File: src/rtl/seq_alu_param.sv
// seq_alu_param: multi-cycle W-bit ALU (add, sub, Booth mul, non-restoring div).
// Operands stream in on inbus; results leave as two words framed by finish.
module seq_alu_param #(
  parameter int WIDTH = 8,
  parameter int CNT_W = $clog2(WIDTH) + 1
) (
  input  logic             clk,
  input  logic             rst,
  input  logic             start,
  input  logic [1:0]       op,
  input  logic [WIDTH-1:0] inbus,
  output logic [WIDTH-1:0] outbus,
  output logic             finish,
  output logic             busy,
  output logic             ovf,
  output logic             err,
  output logic [3:0]       state,
  output logic [WIDTH-1:0] A,
  output logic [WIDTH-1:0] Q,
  output logic [WIDTH-1:0] M
);
  localparam int W = WIDTH;

  localparam logic [3:0] S_IDLE   = 4'd0;
  localparam logic [3:0] S_LOAD_X = 4'd1;
  localparam logic [3:0] S_LOAD_A = 4'd2;
  localparam logic [3:0] S_LOAD_B = 4'd3;
  localparam logic [3:0] S_EXEC   = 4'd4;
  localparam logic [3:0] S_CORR   = 4'd5;
  localparam logic [3:0] S_OUT_HI = 4'd6;
  localparam logic [3:0] S_OUT_LO = 4'd7;

  localparam logic [1:0] OP_SUB = 2'd1;
  localparam logic [1:0] OP_MUL = 2'd2;
  localparam logic [1:0] OP_DIV = 2'd3;

  localparam logic [CNT_W-1:0] LAST = CNT_W'(W - 1);

  logic [3:0]       r_state;
  logic [3:0]       w_nxt;
  logic [W:0]       r_a;
  logic [W-1:0]     r_q;
  logic [W-1:0]     r_m;
  logic             r_qm1;
  logic [CNT_W-1:0] r_cnt;
  logic [1:0]       r_op;
  logic             r_ovf;
  logic             r_err;

  logic [W:0]   w_msx;
  logic [W:0]   w_mzx;
  logic [W:0]   w_sum;
  logic [W:0]   w_bacc;
  logic [W:0]   w_dsh;
  logic [W:0]   w_dacc;
  logic [W:0]   w_a_ex;
  logic [W-1:0] w_q_ex;
  logic         w_qm1_ex;
  logic         w_isdiv;
  logic         w_dz;
  logic         w_last;

  assign w_isdiv = (r_op == OP_DIV);
  assign w_last  = (r_cnt == LAST);
  // divisor zero or quotient would not fit in W bits
  assign w_dz    = (inbus == '0) || (r_a >= {1'b0, inbus});

  always_ff @(posedge clk or posedge rst) begin
    if (rst) r_state <= S_IDLE;
    else     r_state <= w_nxt;
  end

  always_comb begin
    w_nxt = r_state;
    case (r_state)
      S_IDLE:   if (start) w_nxt = (op == OP_DIV) ? S_LOAD_X : S_LOAD_A;
      S_LOAD_X: w_nxt = S_LOAD_A;
      S_LOAD_A: w_nxt = S_LOAD_B;
      S_LOAD_B: w_nxt = (w_isdiv && w_dz) ? S_OUT_HI : S_EXEC;
      S_EXEC: begin
        if (!r_op[1])   w_nxt = S_OUT_HI;
        else if (w_last) w_nxt = w_isdiv ? S_CORR : S_OUT_HI;
      end
      S_CORR:   w_nxt = S_OUT_HI;
      S_OUT_HI: w_nxt = S_OUT_LO;
      S_OUT_LO: w_nxt = S_IDLE;
      default:  w_nxt = S_IDLE;
    endcase
  end

  always_comb begin
    busy   = (r_state != S_IDLE);
    finish = (r_state == S_OUT_HI);
    outbus = '0;
    if (r_state == S_OUT_HI)
      outbus = w_isdiv ? r_q : r_a[W-1:0];
    else if (r_state == S_OUT_LO)
      outbus = w_isdiv ? r_a[W-1:0] : r_q;
  end

  always_comb begin
    w_msx = {r_m[W-1], r_m};
    w_mzx = {1'b0, r_m};
    if (r_op == OP_SUB) w_sum = w_msx - {r_q[W-1], r_q};
    else                w_sum = w_msx + {r_q[W-1], r_q};
    case ({r_q[0], r_qm1})
      2'b10:   w_bacc = r_a - w_msx;
      2'b01:   w_bacc = r_a + w_msx;
      default: w_bacc = r_a;
    endcase
    w_dsh  = {r_a[W-1:0], r_q[W-1]};
    w_dacc = r_a[W] ? (w_dsh + w_mzx) : (w_dsh - w_mzx);
    w_a_ex   = {(W+1){w_sum[W]}};
    w_q_ex   = w_sum[W-1:0];
    w_qm1_ex = r_qm1;
    if (r_op == OP_MUL) begin
      w_a_ex   = {w_bacc[W], w_bacc[W:1]};
      w_q_ex   = {w_bacc[0], r_q[W-1:1]};
      w_qm1_ex = r_q[0];
    end else if (w_isdiv) begin
      w_a_ex = w_dacc;
      w_q_ex = {r_q[W-2:0], ~w_dacc[W]};
    end
  end

  always_ff @(posedge clk or posedge rst) begin
    if (rst) begin
      r_a   <= '0;
      r_q   <= '0;
      r_m   <= '0;
      r_qm1 <= 1'b0;
      r_cnt <= '0;
      r_op  <= '0;
      r_ovf <= 1'b0;
      r_err <= 1'b0;
    end else begin
      case (r_state)
        S_IDLE: begin
          if (start) begin
            r_op  <= op;
            r_ovf <= 1'b0;
            r_err <= 1'b0;
          end
        end
        S_LOAD_X: r_a <= {1'b0, inbus};
        S_LOAD_A: begin
          if (w_isdiv) r_q <= inbus;
          else         r_m <= inbus;
        end
        S_LOAD_B: begin
          r_cnt <= '0;
          if (!w_isdiv) begin
            r_q   <= inbus;
            r_a   <= '0;
            r_qm1 <= 1'b0;
          end else begin
            r_m <= inbus;
            if (w_dz) begin
              r_err <= 1'b1;
              r_q   <= '1;
              r_a   <= {1'b0, r_q};
            end
          end
        end
        S_EXEC: begin
          r_a   <= w_a_ex;
          r_q   <= w_q_ex;
          r_qm1 <= w_qm1_ex;
          r_cnt <= r_cnt + CNT_W'(1);
          // fits in W signed bits only if every upper bit copies the low sign
          if (!w_isdiv && w_nxt == S_OUT_HI)
            r_ovf <= (w_a_ex != {(W+1){w_q_ex[W-1]}});
        end
        S_CORR: if (r_a[W]) r_a <= r_a + w_mzx;
        default: ;
      endcase
    end
  end

  assign state = r_state;
  assign A     = r_a[W-1:0];
  assign Q     = r_q;
  assign M     = r_m;
  assign ovf   = r_ovf;
  assign err   = r_err;
endmodule

File: config.mk
export PLATFORM = sky130hd
export DESIGN_NAME = seq_alu_param
export DESIGN_NICKNAME = d
export VERILOG_FILES = /design/src/rtl/seq_alu_param.sv
export SDC_FILE = /design/constraint.sdc
export NUM_CORES = 1
export LEC_CHECK = 0
export CORE_MARGIN = 4
export CORE_UTILIZATION = 60
export DETAILED_ROUTE_END_ITERATION = 8
export GPL_ROUTABILITY_DRIVEN = 0
export HOLD_SLACK_MARGIN = 0.08
export PLACE_DENSITY = 0.85
export SETUP_SLACK_MARGIN = 0.5
export SYNTH_ARGS = -nofsm -noshare
export SYNTH_HDL_FRONTEND = slang
export SYNTH_SLANG_ARGS = --single-unit
File: constraint.sdc
create_clock -name clk -period 5.31 [get_ports clk]
set_input_delay 1.062 -clock clk [delete_from_list [all_inputs] [get_ports clk]]
set_output_delay 1.062 -clock clk [all_outputs]
set_load 0.01 [all_outputs]
==> impl_results.md, run 1 <==
- Cells after Synth: around 550
- Tmin final: 4.06 ns
- Nets: 636
- Synth top area cells: dfrtp_1 21%, ha_1 12%, mux2_2 6.3%
- Post-Syn Area: 4490 µm²
- Clk_lat worst skew: 0.30 ns
- Gr ovfl total: 0
- Post-Synth Adder-Cell Area: 0.138
- Number of diodes: 0
- Fin util: 0.710
- Final hold vios: 0
- Pin count of the biggest net entering global routing: 39
- CTS root buf: clkbuf_8
- Max cap viols: 0
- Vias after detailed routing: 4,562
- Resize count post-CTS: 0
- Die Wd: ~94 µm
- Mux cell area share after synthesis: 0.0895
- Starting Density: 0.619
- Clk buf depth: 2
- Syn Nets: 607
- Synth Flop Type: dfrtp_1
- Die area: 8930 µm²
- Setup TNS: 0 ns
- Register area share after synthesis: 0.212
- Post-CTS Setup Inserts: 0
- CTS sink count: 38
- Layout cells sized above 1: 0.0849
- Crit-path max FO: 8
- Syn Area/Cell: 8.20 µm²
- First-pass GRT wire length: 21,800 µm
- Area grow syn2layout: 14.8%
- Yosys top cell area share: 0.212
- Simple-gate area share of the yosys netlist: 0.197
- DRT iter0 DRCs: about 480
- CTS H-tree depth: 2
- Routed WL: 13,400 µm
- First-pass detailed-route iteration total: 9
- Final HPWL DP: 10,100 µm
- Fin crit share: 0.765
- Gr usage total: 0.308
- Core area: slightly above 7000 µm²
- Worst slew pin tran: about 1.3 ns
- DRC viols: 0
- Slew Viols, Final: 0
- Fmax: 0.246 GHz
- Main combinational cell family by area after synthesis: compound AO/OA/AOI/OAI gates
- Final setup fails: 0
- FILL cells: 584
- Crit end category: register
- CTS buffer count: 5
- RSZ-0062 raised after global routing: false
- CTS tree: built
- Chip Height: 94.5 µm
- Commonest cells in the netlist: 46 x nor2_1, 43 x ha_1, 39 x o21ai_0
- Hold WC Path Type: register to register
- Hold buffer count at CTS: 0
- Vias per inst: 6.75
- Post-synth top area cell: dfrtp_1
- Number of flops mapped to enable cells by yosys: 0
- Setup slack, reg-to-reg: 1.28 ns
- WL/cell: 19.9 µm
- Num rows: 31
- I/O pin count: between 50 and 60
- Clk pin slew, worst setup/hold paths: 0.07 ns
- WS Path Type: primary input to register
- Setup Skew: 0.0110 ns
- Fin Hold WS: 0.490 ns
- Slew HR: 0.144
- Synth warn: 0
- Top-count cell post-synth: nor2_1
- Initial antenna violation count: 0
- Outcome: completed
- PortBufs: 52
- Asr flop ratio synth: 1.00
- Final ANT Viol Nets: 0
- Crit path launch type: primary input
- Synth Area in XOR/XNOR: 0.0781
- Flops & latches, synth: 38
- Post-synth cell types: 63
- Compound-Gate Fraction of Synth Area: 0.222
- Vias in the first global route: about 4,500
- Critical Path RT: 5.48 ns
- CP arrival: 4.24 ns
critical path, cell delays in order:
cell and delay (ns):
clkdlybuf4s50_1 0.60, ha_1 0.28, nand2b_1 0.14, a21oi_1 0.13
nor2b_1 0.06, o21ai_0 0.15, a21oi_1 0.09, o41ai_1 0.78
a311o_1 0.55, mux2_2 0.39
sequential cells by signal, summed over array words and instances (netlist names):
| register | flops |
|---|---|
| M | 8 |
| Q | 8 |
| err | 1 |
| ovf | 1 |
| r_a | 9 |
| r_cnt | 4 |
| r_op | 2 |
| r_qm1 | 1 |
| state | 4 |
placed cells by master (no fill, tap or decap), types with 12 or more instances in the layout:
| cell type | n |
|---|---|
| inv_1 | 26 |
| mux2_2 | 25 |
| a21oi_1 | 29 |
| mux2i_1 | 12 |
| nand2_1 | 32 |
| nor3_1 | 23 |
| xor2_1 | 20 |
| nor2_1 | 46 |
| ha_1 | 43 |
| dfrtp_1 | 38 |
| nand3_1 | 15 |
| clkdlybuf4s50_1 | 52 |
| xnor2_1 | 20 |
| o21ai_0 | 39 |
metrics by stage:
stage                     cell area [µm²]  std cells  setup slack (ns)
final                                5150        676              1.25
after global routing                 5150        676              1.02
after CTS                            5150        676              1.29
after detailed placement             5010        668              1.07
after global placement               5010        668              1.13
after floorplan                      4490        547              1.66
cell families after synthesis:
| family | count (synthesis) |
|---|---|
| AO/OA/AOI/OAI | 147 |
| XOR/XNOR | 40 |
| adder cells (fa/ha/maj) | 47 |
| buffers and inverters | 64 |
| flip-flops | 38 |
| multiplexers | 37 |
| other | 1 |
| AND/OR/NAND/NOR | 173 |
worst paths after layout:
path                                      startpoint                   end  depth (start not counted)
worst max register to register      M[1]$_DFFE_PP0P_    r_a[8]$_DFFE_PP0P_                         15
worst min-delay path            r_cnt[3]$_DFFE_PP0N_  r_cnt[3]$_DFFE_PP0N_                          1
worst min register to register  r_cnt[3]$_DFFE_PP0N_  r_cnt[3]$_DFFE_PP0N_                          1
max in group asynchronous                        rst      M[4]$_DFFE_PP0P_                          3
min in group asynchronous                        rst       err$_DFFE_PP0P_                          3
worst max-delay path                        inbus[0]      Q[6]$_DFFE_PP0P_                         10
layer usage:
layer | global-route usage | part of all wire | vias up
met3 | 0.0478 | 0.10 | 39
met1 | 0.384 | 0.39 | 2169
li1 | - | - | 2073
met5 | 0 | 0 | -
met2 | 0.541 | 0.49 | 281
met4 | 0.101 | 0.022 | 0
final cells by class:
class	instances	area [µm²]	share of cell area
Clock buffer	6	82.6	0.0160
Clock inverter	2	60.1	0.0117
Inverter	26	97.6	0.0190
Multi-Input combinational cell	445	3250	0.632
Sequential cell	38	951	0.185
Tap cell	99	124	0.0241
Timing Repair Buffer	60	581	0.113
Power of run 1 is left out: the tool's default activity adds up to more than one toggle a clock period on the data nets, which glitch-free logic cannot reach.
==> inputs of run 2 (changes only) <==
- CORE_UTILIZATION: 60 -> 58
- PLACE_DENSITY: 0.85 -> 0.82
- clock period: 5.31 -> 3.8 ns (I/O delays scaled with it)
==> run 2 against run 1 <==
Die area grew 3.2%. Via count grew 8.0%. Flip-flop and latch count is the same. Non-clock buffer count grew 52. First-iteration DRC count grew 48%. Final area grew 13%. Sequential share of layout area shrank 2.1 points. Critical endpoint is now r_a[8]$_DFFE_PP0P_.
==> impl_results.md, run 2 (synthesis results as in run 1) <==
- PortBufs: 52
- CP bufs+invs: 1
- CTS H-tree depth: 2
- Starting Density: 0.609
- First-pass detailed-route iteration total: 7
- Hold Path Origin: r_cnt[3]$_DFFE_PP0N_
- Slew HR: 0.290
- Final HPWL DP: 10,700 µm
- Chip Height: 96.0 µm
- Max cap viols: 0
- CP top delay family: simple AND/OR/NAND/NOR gates
- Clk pin slew, worst setup/hold paths: 0.09 ns
- CTS root buf: clkbuf_8
- Vias per inst: between 6 and 7
- Gr ovfl total: 0
- Area grow syn2layout: 30.3%
- CP arrival: roughly 3.6 ns
- Hold path depth: 1
- Crit-path slowest cell: or4_4
- Worst path max stage delay: 0.53 ns
- CTS tree: built
- Worst Hold End: r_cnt[3]$_DFFE_PP0N_
- FF-to-FF path depth: 13
- CTS sink count: 38
- Die area: slightly above 9000 µm²
- Crit end category: register
- Crit-path cells: buf_4 > nor3b_4 > nor3b_4 > nor2_2 > xor2_1 > ha_2 > or4_4 > o22ai_2 > mux2i_1 > mux2i_2 > or2_4 > or3_4 > o211ai_1
- Vias in the first global route: 4,824
- Setup slack, reg-to-reg: 0.38 ns
- Final hold vios: 0
- Pin count of the biggest net entering global routing: 24
- Worst Setup SP: M[2]$_DFFE_PP0P_
- Num rows: 31
- Reg with most FFs: r_a
- Hold WC Path Type: register to register
- CTS buffer count: 5
- Layout cells sized above 1: 0.237
- Clk_lat worst skew: 0.30 ns
- First-pass GRT wire length: between 20,000 and 25,000 µm
- Vias after detailed routing: 4,925
- Fin crit share: 0.901
- Setup TNS: 0 ns
- Crit-path max FO: 7
- Setup Skew: between 0.006 and 0.007 ns
- Core area: 7370 µm²
- Number of diodes: 0
- Tmin final: 3.42 ns
- Clk buf depth: 2
- Reg2reg end: r_a[8]$_DFFE_PP0P_
- Critical Path RT: 4.02 ns
- Outcome: completed
- Routed WL: 15,700 µm
- Max FFs per register: 9
- Nets: 688
- Die Wd: 96.0 µm
- Final ANT Viol Nets: 0
- Slew Viols, Final: 0
- Initial antenna violation count: 0
- Gr usage total: 0.339
- Worst slew pin tran: 1.06 ns
- DRT iter0 DRCs: 710
- CP dominant cell by count: nor3b_4
- RSZ-0062 raised after global routing: true
- Final setup fails: 0
- Fmax: 0.292 GHz
- WL/cell: 21.5 µm
- I/O pin count: 53
- Hold buffer count at CTS: 0
- DRC viols: 0
- Most common cell after layout, fill and taps aside: buf_4
- Most frequent cells in the layout: 58 x buf_4, 52 x clkdlybuf4s50_1, 43 x nor2_1
- Worst flop-to-flop path startpoint: M[2]$_DFFE_PP0P_
- Crit path launch type: register
- WS Path Type: register to register
## run 2: cell count changes in the layout (fill, tap and decap cells not counted), moves of 4 or more
cell,before,now
inv_1,26,22
nor3b_1,8,4
ha_1,43,38
nor3b_4,0,5
buf_4,8,58
## run 2: cell type report
| type | instances | area, µm² |
|---|---|---|
| Tap cell | 99 | 124 |
| Fill cell | 466 | 1530 |
| Timing Repair Buffer | 112 | 982 |
| Clock inverter | 3 | 68.8 |
| Sequential cell | 38 | 955 |
| Inverter | 26 | 103 |
| Multi-Input combinational cell | 445 | 3540 |
| Clock buffer | 5 | 68.8 |
## run 2: repair_timing
action,CTS,global route
endpoints found under the hold margin,0,0
pin swaps,14,14
setup endpoints to repair,16,25
setup buffers,20,13
resized for setup,32,32
## run 2: worst max path at each step
stage                                    end  slack (ns)  cells past startpoint
after floorplan           r_a[8]$_DFFE_PP0P_        0.50                     14
after global placement    r_a[8]$_DFFE_PP0P_        0.21                     14
after detailed placement  r_a[8]$_DFFE_PP0P_        0.18                     14
after CTS                 r_a[7]$_DFFE_PP0P_        0.46                     12
after global routing      r_a[8]$_DFFE_PP0P_        0.24                     16
final                     r_a[8]$_DFFE_PP0P_        0.38                     13
## run 2: metal layers
metal  share of wire  wire length, µm  GRT usage  vias to the layer above
met5               0                0          0                        -
met4           0.063              982      0.168                        0
met3            0.10             1610     0.0555                      103
met2            0.47             7340      0.561                      345
met1            0.37             5730      0.427                     2306
li1                -                -          -                     2171
## run 2: stage by stage
step	cell area [µm²]	utilization	worst slack, ns	hold slack, ns	cells
global placement	5200	0.705	0.215	0.476	687
floorplan	4530	-	0.503	0.448	547
global route	5840	0.793	0.238	0.531	728
finish	5840	0.793	0.378	0.500	728
detailed placement	5200	0.705	0.181	0.486	687
CTS	5630	0.764	0.464	0.502	715
## run 2: worst reg2reg max path, stage by stage (launching register included)
cell,delay (ns)
dfrtp_1,0.47
buf_4,0.22
nor3b_4,0.30
nor3b_4,0.28
nor2_2,0.05
xor2_1,0.14
ha_2,0.18
or4_4,0.53
o22ai_2,0.12
mux2i_1,0.27
mux2i_2,0.13
or2_4,0.25
or3_4,0.33
o211ai_1,0.09
Power of run 2 is left out for the same reason.
==> inputs of run 3 (changes only) <==
- CORE_UTILIZATION: 58 -> 25
- PLACE_DENSITY: 0.82 -> not set
- SLEW_MARGIN: not set -> 40
- clock period: 3.8 -> 4.2 ns (I/O delays scaled with it)
==> run 3 against run 2 <==
Non-clock buffer count down 34. Worst setup slack better by 0.23 ns. Sequential share of layout area up 0.90 points. Count of clock-buffer cells in the layout unchanged. Largest cell class unchanged. Critical endpoint is now ovf$_DFFE_PP0P_.
==> impl_results.md, run 3 (synthesis results as in run 1) <==
- Clk buf depth: 2
- CTS sink count: 38
- Num rows: 48
- Layout cells sized above 1: 0.145
- Slew Viols, Final: 0
- Vias per inst: 5.37
- Gr usage total: 0.153
- Crit path launch type: register
- Vias after detailed routing: 4,400
- Number of diodes: 0
- GR Util met2: 0.253
- Pin count of the biggest net entering global routing: 25
- WL/cell: 18.7 µm
- Fin crit share: 0.855
- Critical Path RT: 4.37 ns
- Slew HR: 0.505
- Final WS setup: between 0.6 and 0.7 ns
- CTS tree: built
- Routed WL: between 15,000 and 20,000 µm
- CP arrival: 3.76 ns
- I/O pin count: 53
- Fmax: approximately 0.28 GHz
- Vias in the first global route: 4,424
- CTS root buf: clkbuf_16
- Area grow syn2layout: 23.3%
- Setup slack at placement: 0.388 ns
- Max FFs per register: 9
- GR Util met1: 0.202
- CTS H-tree depth: 2
- Die area: 20,200 µm²
- Hold WC Path Type: register to register
- PortBufs: 52
- Final HPWL DP: 11,600 µm
- Dpl cell area: 5290 µm²
- Initial antenna violation count: 0
- Final hold vios: 0
- Design area: around 5500 µm²
- Starting Density: 0.258
- WS Path Type: register to register
- Reg with most FFs: r_a
- Crit end category: register
- CTS buffer count: 5
- Most common cell after layout, fill and taps aside: clkdlybuf4s50_1
- Core area: around 17,000 µm²
- RSZ-0062 raised after global routing: false
- Final setup fails: 0
- Clk pin slew, worst setup/hold paths: 0.06 ns
- Busiest grt layer: met2
- Hold buffer count at CTS: 0
- First-pass detailed-route iteration total: 9
- DRC viols: 0
- Max cap viols: 0
- Outcome: completed
- First-pass GRT wire length: ~24,000 µm
- Most frequent cells in the layout: 52 x clkdlybuf4s50_1, 46 x nor2_1, 42 x ha_1
- Nets: about 650
- Final ANT Viol Nets: 0
- DRT iter0 DRCs: 363
- Fin Hold WS: roughly 0.5 ns
- Crit-path max FO: 7
- Gr ovfl total: 0
- Tmin final: 3.59 ns
- Grt met3 use: 0.0239
- Clk_lat worst skew: 0.29 ns
- Die Wd: around 140 µm
- Worst slew pin tran: 0.738 ns
- Setup TNS: 0 ns
- Chip Height: 142 µm
- Setup Skew: 0.00501 ns
run 3: final cells by class:
type / instances / area [µm²]
well taps: 225 / 282
repair buffers: 78 / 716
flip-flops and latches: 38 / 953
multi-input cells: 445 / 3350
clock buffers: 5 / 125
inverters: 26 / 97.6
fillers: 1860 / 11900
clock inverters: 2 / 10.0
run 3: what timing repair did:
item,in CTS,in global routing
setup buffers,0,3
gates resized for setup,5,14
endpoints found under the setup margin,2,4
run 3: path summary, 6_finish.rpt:
check	startpoint	endpoint	slack, ns	depth (start not counted)
setup / recovery	Q[1]$_DFFE_PP0P_	ovf$_DFFE_PP0P_	0.61	12
hold / removal	r_cnt[3]$_DFFE_PP0N_	r_cnt[3]$_DFFE_PP0N_	0.50	1
setup reg to reg	Q[1]$_DFFE_PP0P_	ovf$_DFFE_PP0P_	0.61	12
hold reg to reg	r_cnt[3]$_DFFE_PP0N_	r_cnt[3]$_DFFE_PP0N_	0.50	1
max in group asynchronous	rst	M[0]$_DFFE_PP0P_	2.64	3
min in group asynchronous	rst	state[3]$_DFF_PP0_	0.91	2
run 3: worst max-delay path: stages (launching register included):
cell	delay [ns]
dfrtp_2	0.42
inv_1	0.08
ha_1	0.29
mux2_2	0.31
fa_1	0.44
nor2b_1	0.18
o31a_1	0.23
o22ai_2	0.12
or4_4	0.46
nand2_2	0.14
a211oi_1	0.10
or3_1	0.38
o311a_1	0.31
run 3: stage by stage:
stage,instances,util
after floorplan,547,-
after global placement,809,0.303
after detailed placement,809,0.304
after CTS,816,0.312
after global routing,819,0.318
final,819,0.318
run 3: layer usage:
| metal | share of wire | up-vias | routed length, µm |
|---|---|---|---|
| li1 | - | 2105 | - |
| met1 | 0.45 | 2127 | 6850 |
| met2 | 0.47 | 141 | 7270 |
| met3 | 0.054 | 27 | 822 |
| met4 | 0.025 | 0 | 379 |
| met5 | 0 | - | 0 |
Power of run 3 is left out for the same reason.
